$ cat config.mk
export PLATFORM = sky130hd
export DESIGN_NAME = mult_sequencer
export DESIGN_NICKNAME = d
export VERILOG_FILES = /design/src/rtl/mult_pkg.sv /design/src/rtl/mult_sequencer_shift_add_row.sv /design/src/rtl/mult_sequencer.sv
export SDC_FILE = /design/constraint.sdc
export NUM_CORES = 1
export LEC_CHECK = 0
export ABC_CLOCK_PERIOD_IN_PS = 7700
export BUFFER_PORTS_ARGS = -buffer_cell sky130_fd_sc_hd__buf_2
export CAP_MARGIN = 20
export CORE_ASPECT_RATIO = 0.5
export CORE_UTILIZATION = 62
export CTS_CLUSTER_SIZE = 30
export DETAILED_ROUTE_END_ITERATION = 7
export PLACE_DENSITY_LB_ADDON = 0.05
export SYNTH_ARGS = -nofsm -noshare
export SYNTH_HDL_FRONTEND = slang
export SYNTH_SLANG_ARGS = --single-unit
$ cat constraint.sdc
create_clock -name clk -period 7.7 [get_ports clk]
set_input_delay 1.54 -clock clk [delete_from_list [all_inputs] [get_ports clk]]
set_output_delay 1.54 -clock clk [all_outputs]
set_load 0.02 [all_outputs]
$ cat src/rtl/mult_pkg.sv
// Shared types and constants for the iterative shift-add multiplier.
// Operand width, step count and the controller state encoding live here.
package mult_pkg;

    localparam int MULT_W     = 32;
    localparam int MULT_STEPS = 32;
    localparam int CNT_W      = 6;

    typedef enum logic {
        IDLE = 1'b0,
        RUN  = 1'b1
    } state_t;

    // Highest set bit index + 1, i.e. the number of steps needed when
    // trailing zero multiplier bits above the MSB are skipped.
    function automatic int active_steps(input logic [MULT_W-1:0] mplier);
        int n;
        n = 1;
        for (int i = 0; i < MULT_W; i++) begin
            if (mplier[i]) begin
                n = i + 1;
            end
        end
        return n;
    endfunction

endpackage

$ cat src/rtl/mult_sequencer_shift_add_row.sv
// One combinational shift-add row: adds the gated multiplicand to the
// previous partial sum shifted right by one, with the row carry on top.
module shift_add_row
    import mult_pkg::*;
#(
    parameter int W = MULT_W
) (
    input  logic [W-1:0] mcand,
    input  logic [W-2:0] ps_hi,
    input  logic         c,
    input  logic         mbit,
    output logic [W-1:0] sum,
    output logic         cout,
    output logic         pbit
);

    logic [W:0] row;

    assign row  = {1'b0, c, ps_hi} + {1'b0, mcand & {W{mbit}}};
    assign sum  = row[W-1:0];
    assign cout = row[W];
    assign pbit = row[0];

endmodule

$ cat src/rtl/mult_sequencer.sv
// Iterative unsigned multiplier controller: one multiplier bit per clock,
// 64-bit product delivered into hi/lo with a start/busy/done handshake.
// MULT_EARLY_TERM_EN: finish as soon as no set multiplier bits remain.
module mult_sequencer
    import mult_pkg::*;
#(
    parameter int WIDTH = MULT_W
) (
    input  logic             clk,
    input  logic             rst,
    input  logic             start,
    input  logic [WIDTH-1:0] a,
    input  logic [WIDTH-1:0] b,
    output logic             busy,
    output logic             done,
    output logic [WIDTH-1:0] hi,
    output logic [WIDTH-1:0] lo
);

    state_t state;
    state_t state_nxt;

    logic [WIDTH-1:0] mcand;
    logic [WIDTH-1:0] mplier;
    logic [WIDTH-1:0] ps;
    logic             c;
    // Bit 0 of the collected low bits would never be read, so it is not stored.
    logic [WIDTH-1:1] pbits;
    logic [CNT_W-1:0] cnt;

    logic             load;
    logic             step;
    logic             last;
    logic             no_bits_left;

    logic [WIDTH-1:0]   row_sum;
    logic               row_cout;
    logic               row_pbit;
    logic [2*WIDTH-1:0] prod_raw;
    logic [2*WIDTH-1:0] prod;

    shift_add_row #(
        .W (WIDTH)
    ) u_row (
        .mcand (mcand),
        .ps_hi (ps[WIDTH-1:1]),
        .c     (c),
        .mbit  (mplier[0]),
        .sum   (row_sum),
        .cout  (row_cout),
        .pbit  (row_pbit)
    );

    assign no_bits_left = (mplier[WIDTH-1:1] == '0);

`ifdef MULT_EARLY_TERM_EN
    assign last = step && ((cnt == CNT_W'(MULT_STEPS - 1)) || no_bits_left);
`else
    assign last = step && (cnt == CNT_W'(MULT_STEPS - 1));
`endif

    // {carry, sum, collected bits} holds the top of the product; on an early
    // finish it still has to be aligned down by the number of skipped steps.
    assign prod_raw = {row_cout, row_sum, pbits};

`ifdef MULT_EARLY_TERM_EN
    assign prod = prod_raw >> (CNT_W'(MULT_STEPS - 1) - cnt);
`else
    assign prod = prod_raw;
`endif

    always_ff @(posedge clk) begin
        if (rst) begin
            state <= IDLE;
        end else begin
            state <= state_nxt;
        end
    end

    always_comb begin
        state_nxt = state;
        case (state)
            IDLE:    if (start) state_nxt = RUN;
            RUN:     if (last)  state_nxt = IDLE;
            default: state_nxt = IDLE;
        endcase
    end

    always_comb begin
        busy = 1'b0;
        load = 1'b0;
        step = 1'b0;
        case (state)
            IDLE: load = start;
            RUN: begin
                busy = 1'b1;
                step = 1'b1;
            end
            default: ;
        endcase
    end

    always_ff @(posedge clk) begin
        if (rst) begin
            mcand  <= '0;
            mplier <= '0;
            ps     <= '0;
            c      <= 1'b0;
            pbits  <= '0;
            cnt    <= '0;
            hi     <= '0;
            lo     <= '0;
            done   <= 1'b0;
        end else begin
            done <= last;
            if (load) begin
                mcand  <= a;
                mplier <= b;
                ps     <= '0;
                c      <= 1'b0;
                pbits  <= '0;
                cnt    <= '0;
            end else if (step) begin
                ps     <= row_sum;
                c      <= row_cout;
                pbits  <= {row_pbit, pbits[WIDTH-1:2]};
                mplier <= mplier >> 1;
                cnt    <= cnt + 1'b1;
            end
            if (last) begin
                hi <= prod[2*WIDTH-1:WIDTH];
                lo <= prod[WIDTH-1:0];
            end
        end
    end

endmodule
==> qor.csv <==
stage,metric,value,unit
sta,hold_viol,0,
logic_synthesis,synthCells,1169,
worst_setup_path,arrival,2.41,ns
detailed_routing,ant_nets,0,
detailed_routing,met3WireLength,1.26,mm
die,num_io_pins,133,
logic_synthesis,yosys.area.top_type,dfxtp_1,
outcome,status,"finished, final reports clean",
clock_network,clock_latency,0.43,ns
clock_network,clk_pin_slew,0.07,ns
sta,skew,0.0108,ns
detailed_routing,firstDrtPassIters,5,
logic_synthesis,synth_nets,1270,
sta,rsz0062_at_grt,false,
layout,register_area,3990,µm²
grt,antenna_found_initial,0,
clock_network,clock_path_buffers,2,
detailed_routing,wl,22.7,mm
logic_synthesis,synth_commonest_cells,"207 x nand2_1, 199 x dfxtp_1, 155 x nor2_1",
placed_design,port_buffers,132,
grt,first_global_vias,7680,
sta,maxSlewViolCount,0,
worst_setup_path,cp-end-kind,primary output,
logic_synthesis,ys_async_sr_fraction,0,%
logic_synthesis,synth_top_area_share,41.4,%
detailed_routing,dr.first_iter.drc_count,549,
clock_network,postCtsHoldBufs,0,
min_path,hp-class,register to register,
die,core-area,14800,µm²
worst_setup_path,required,6.16,ns
sta,relSlewSlack,34.1,%
detailed_routing,routedWlPerCell,15.6,µm
layout,n_antenna_cell,0,
logic_synthesis,synth-seq-area-share,41.4,%
layout,drive_above_1_share,16.4,%
power_and_ir_drop,ir_drop,0.153,mV
die,die_h,90.0,µm
grt,grt_max_degree,97,
logic_synthesis,synth_edf_count,0,
clock_network,postCtsSetupRepairBufs,0,
detailed_routing,vias,8252,
worst_setup_path,critPathKind,register to primary output,
logic_synthesis,synth_warnings,0,
sta,finalCritPeriodShare,51.4,%
detailed_routing,wl_met2,10.1,mm
layout,multi_input_area,5260,µm²
power_and_ir_drop,p_per_area,194,nW/µm²
logic_synthesis,synth_area_leaders,"dfxtp_1 41%, mux2i_1 8.6%, nand2_1 8.1%",
sta,layout_min_cycle_time,3.95,ns
power_and_ir_drop,p_total,0.00211,W
power_and_ir_drop,leakage,4.68,nW
clock_network,cts_tree,yes,
placed_design,finalWeightedCongestion,0.928,
sta,setup_viol,0,
grt,gr-usage-all-layers,29.1,%
die,dieWidth,178,µm
grt,grt_overflow_total,0,
layout,final_util,73.5,%
logic_synthesis,synth_ff_type,dfxtp_1,
logic_synthesis,synth_cell_types,81,
worst_setup_path,startpoint_type,register,
layout,fillerInstances,1161,
sta,fin_setup_tns,0,ns
die,row_count,31,
sta,tightest_slew,0.989,ns
worst_setup_path,critPathMaxFanout,85,
layout,stdcell_count,1458,
grt,grt_pass1_wl,37.4,mm
clock_network,cts_sinks,199,
logic_synthesis,synth_most_common_cell,nand2_1,
die,dieArea,16000,µm²
clock_network,cts_buffers,17,
detailed_routing,vias_per_cell,5.66,
layout,areaGrowthSynthToFinish,12.9,%
clock_network,cts-htree-levels,4,
logic_synthesis,ys_ff_latch,199,
logic_synthesis,avgSynthCellArea,8.22,µm²
layout,fin_nets,1348,
logic_synthesis,syn_area,9610,µm²
detailed_routing,drc_errors,0,
placed_design,placed_cells,1426,
sta,maxClockFrequency,0.253,GHz
die,initial_utilization,65.0,%
detailed_routing,routed.top_layer,met4,
placed_design,dp_hpwl,15.4,mm
clock_network,cts-resized-gates,0,
clock_network,clock_tree.root_cell,clkbuf_16,
detailed_routing,wl_met1,11.1,mm
job,max_cap_viol_count,0,
==> per-stage QoR <==
step	hold slack (ns)	cell area (µm²)	setup WS (ns)
final	0.451	10900	3.75
after global routing	0.472	10900	3.60
after detailed placement	0.443	10200	4.19
after floorplan	0.422	9610	4.75
after CTS	0.454	10900	3.73
after global placement	0.434	10200	4.22
==> flip-flops by register name, summed over array words and instances, names as in the netlist <==
| register | cells |
|---|---|
| state | 1 |
| lo | 32 |
| hi | 32 |
| pbits | 30 |
| ps | 32 |
| mplier | 32 |
| done | 1 |
| c | 1 |
| cnt | 6 |
| mcand | 32 |
==> worst paths after layout <==
path	startpoint	to	slack (ns)	depth (start not counted)
worst max-delay path	state	busy	3.75	2
worst max register to register	mplier[0]	hi[29]	4.18	10
worst min-delay path	hi[10]	hi[10]	0.45	2
worst min register to register	hi[10]	hi[10]	0.45	2
==> worst max-delay path, cell delays in order (launching register included) <==
cell     delay, ns
dfxtp_4       0.84
buf_4         0.80
buf_2         0.30
==> cell type report <==
class | count | share of cell area (%)
clock buffers | 19 | 4.08
clock inverters | 13 | 1.52
inverters | 9 | 0.311
multi-input cells | 880 | 48.4
flip-flops and latches | 199 | 36.7
well taps | 198 | 2.28
repair buffers | 140 | 6.66
==> cell families (layout without fill, tap and decap cells) <==
| group | count (synthesis) | in the layout | synth area share (%) |
|---|---|---|---|
| simple gates | 478 | 478 | 21.9 |
| compound gates | 256 | 256 | 16.6 |
| xor+xnor | 27 | 27 | 2.62 |
| buf+inv | 90 | 181 | 4.00 |
| flops | 199 | 199 | 41.4 |
| fa+ha+maj | 34 | 34 | 4.50 |
| mux | 85 | 85 | 8.92 |
==> layout by cell type, fill, tap and decap left out, types with 11 or more instances in the layout <==
cell	count
a21oi_1	149
and2_1	33
buf_2	131
clkbuf_16	17
dfxtp_1	198
ha_1	33
mux2i_1	83
nand2_1	207
nand3_1	20
nor2_1	155
nor3_1	11
o21ai_0	25
xnor2_1	14
xor2_1	11
==> where the power goes <==
part           switching [W]  internal [W]
combinational      0.0000794     0.0000538
clock               0.000430      0.000473
sequential         0.0000211       0.00105
total               0.000531       0.00158
==> routing by layer <==
metal  up-vias  track usage (%)
li1       4151                -
met1      3869             39.5
met2       211             47.4
met3        21             6.26
met4         0             5.98
met5         -                0
Note: power is estimated with default switching activity, not from simulation.
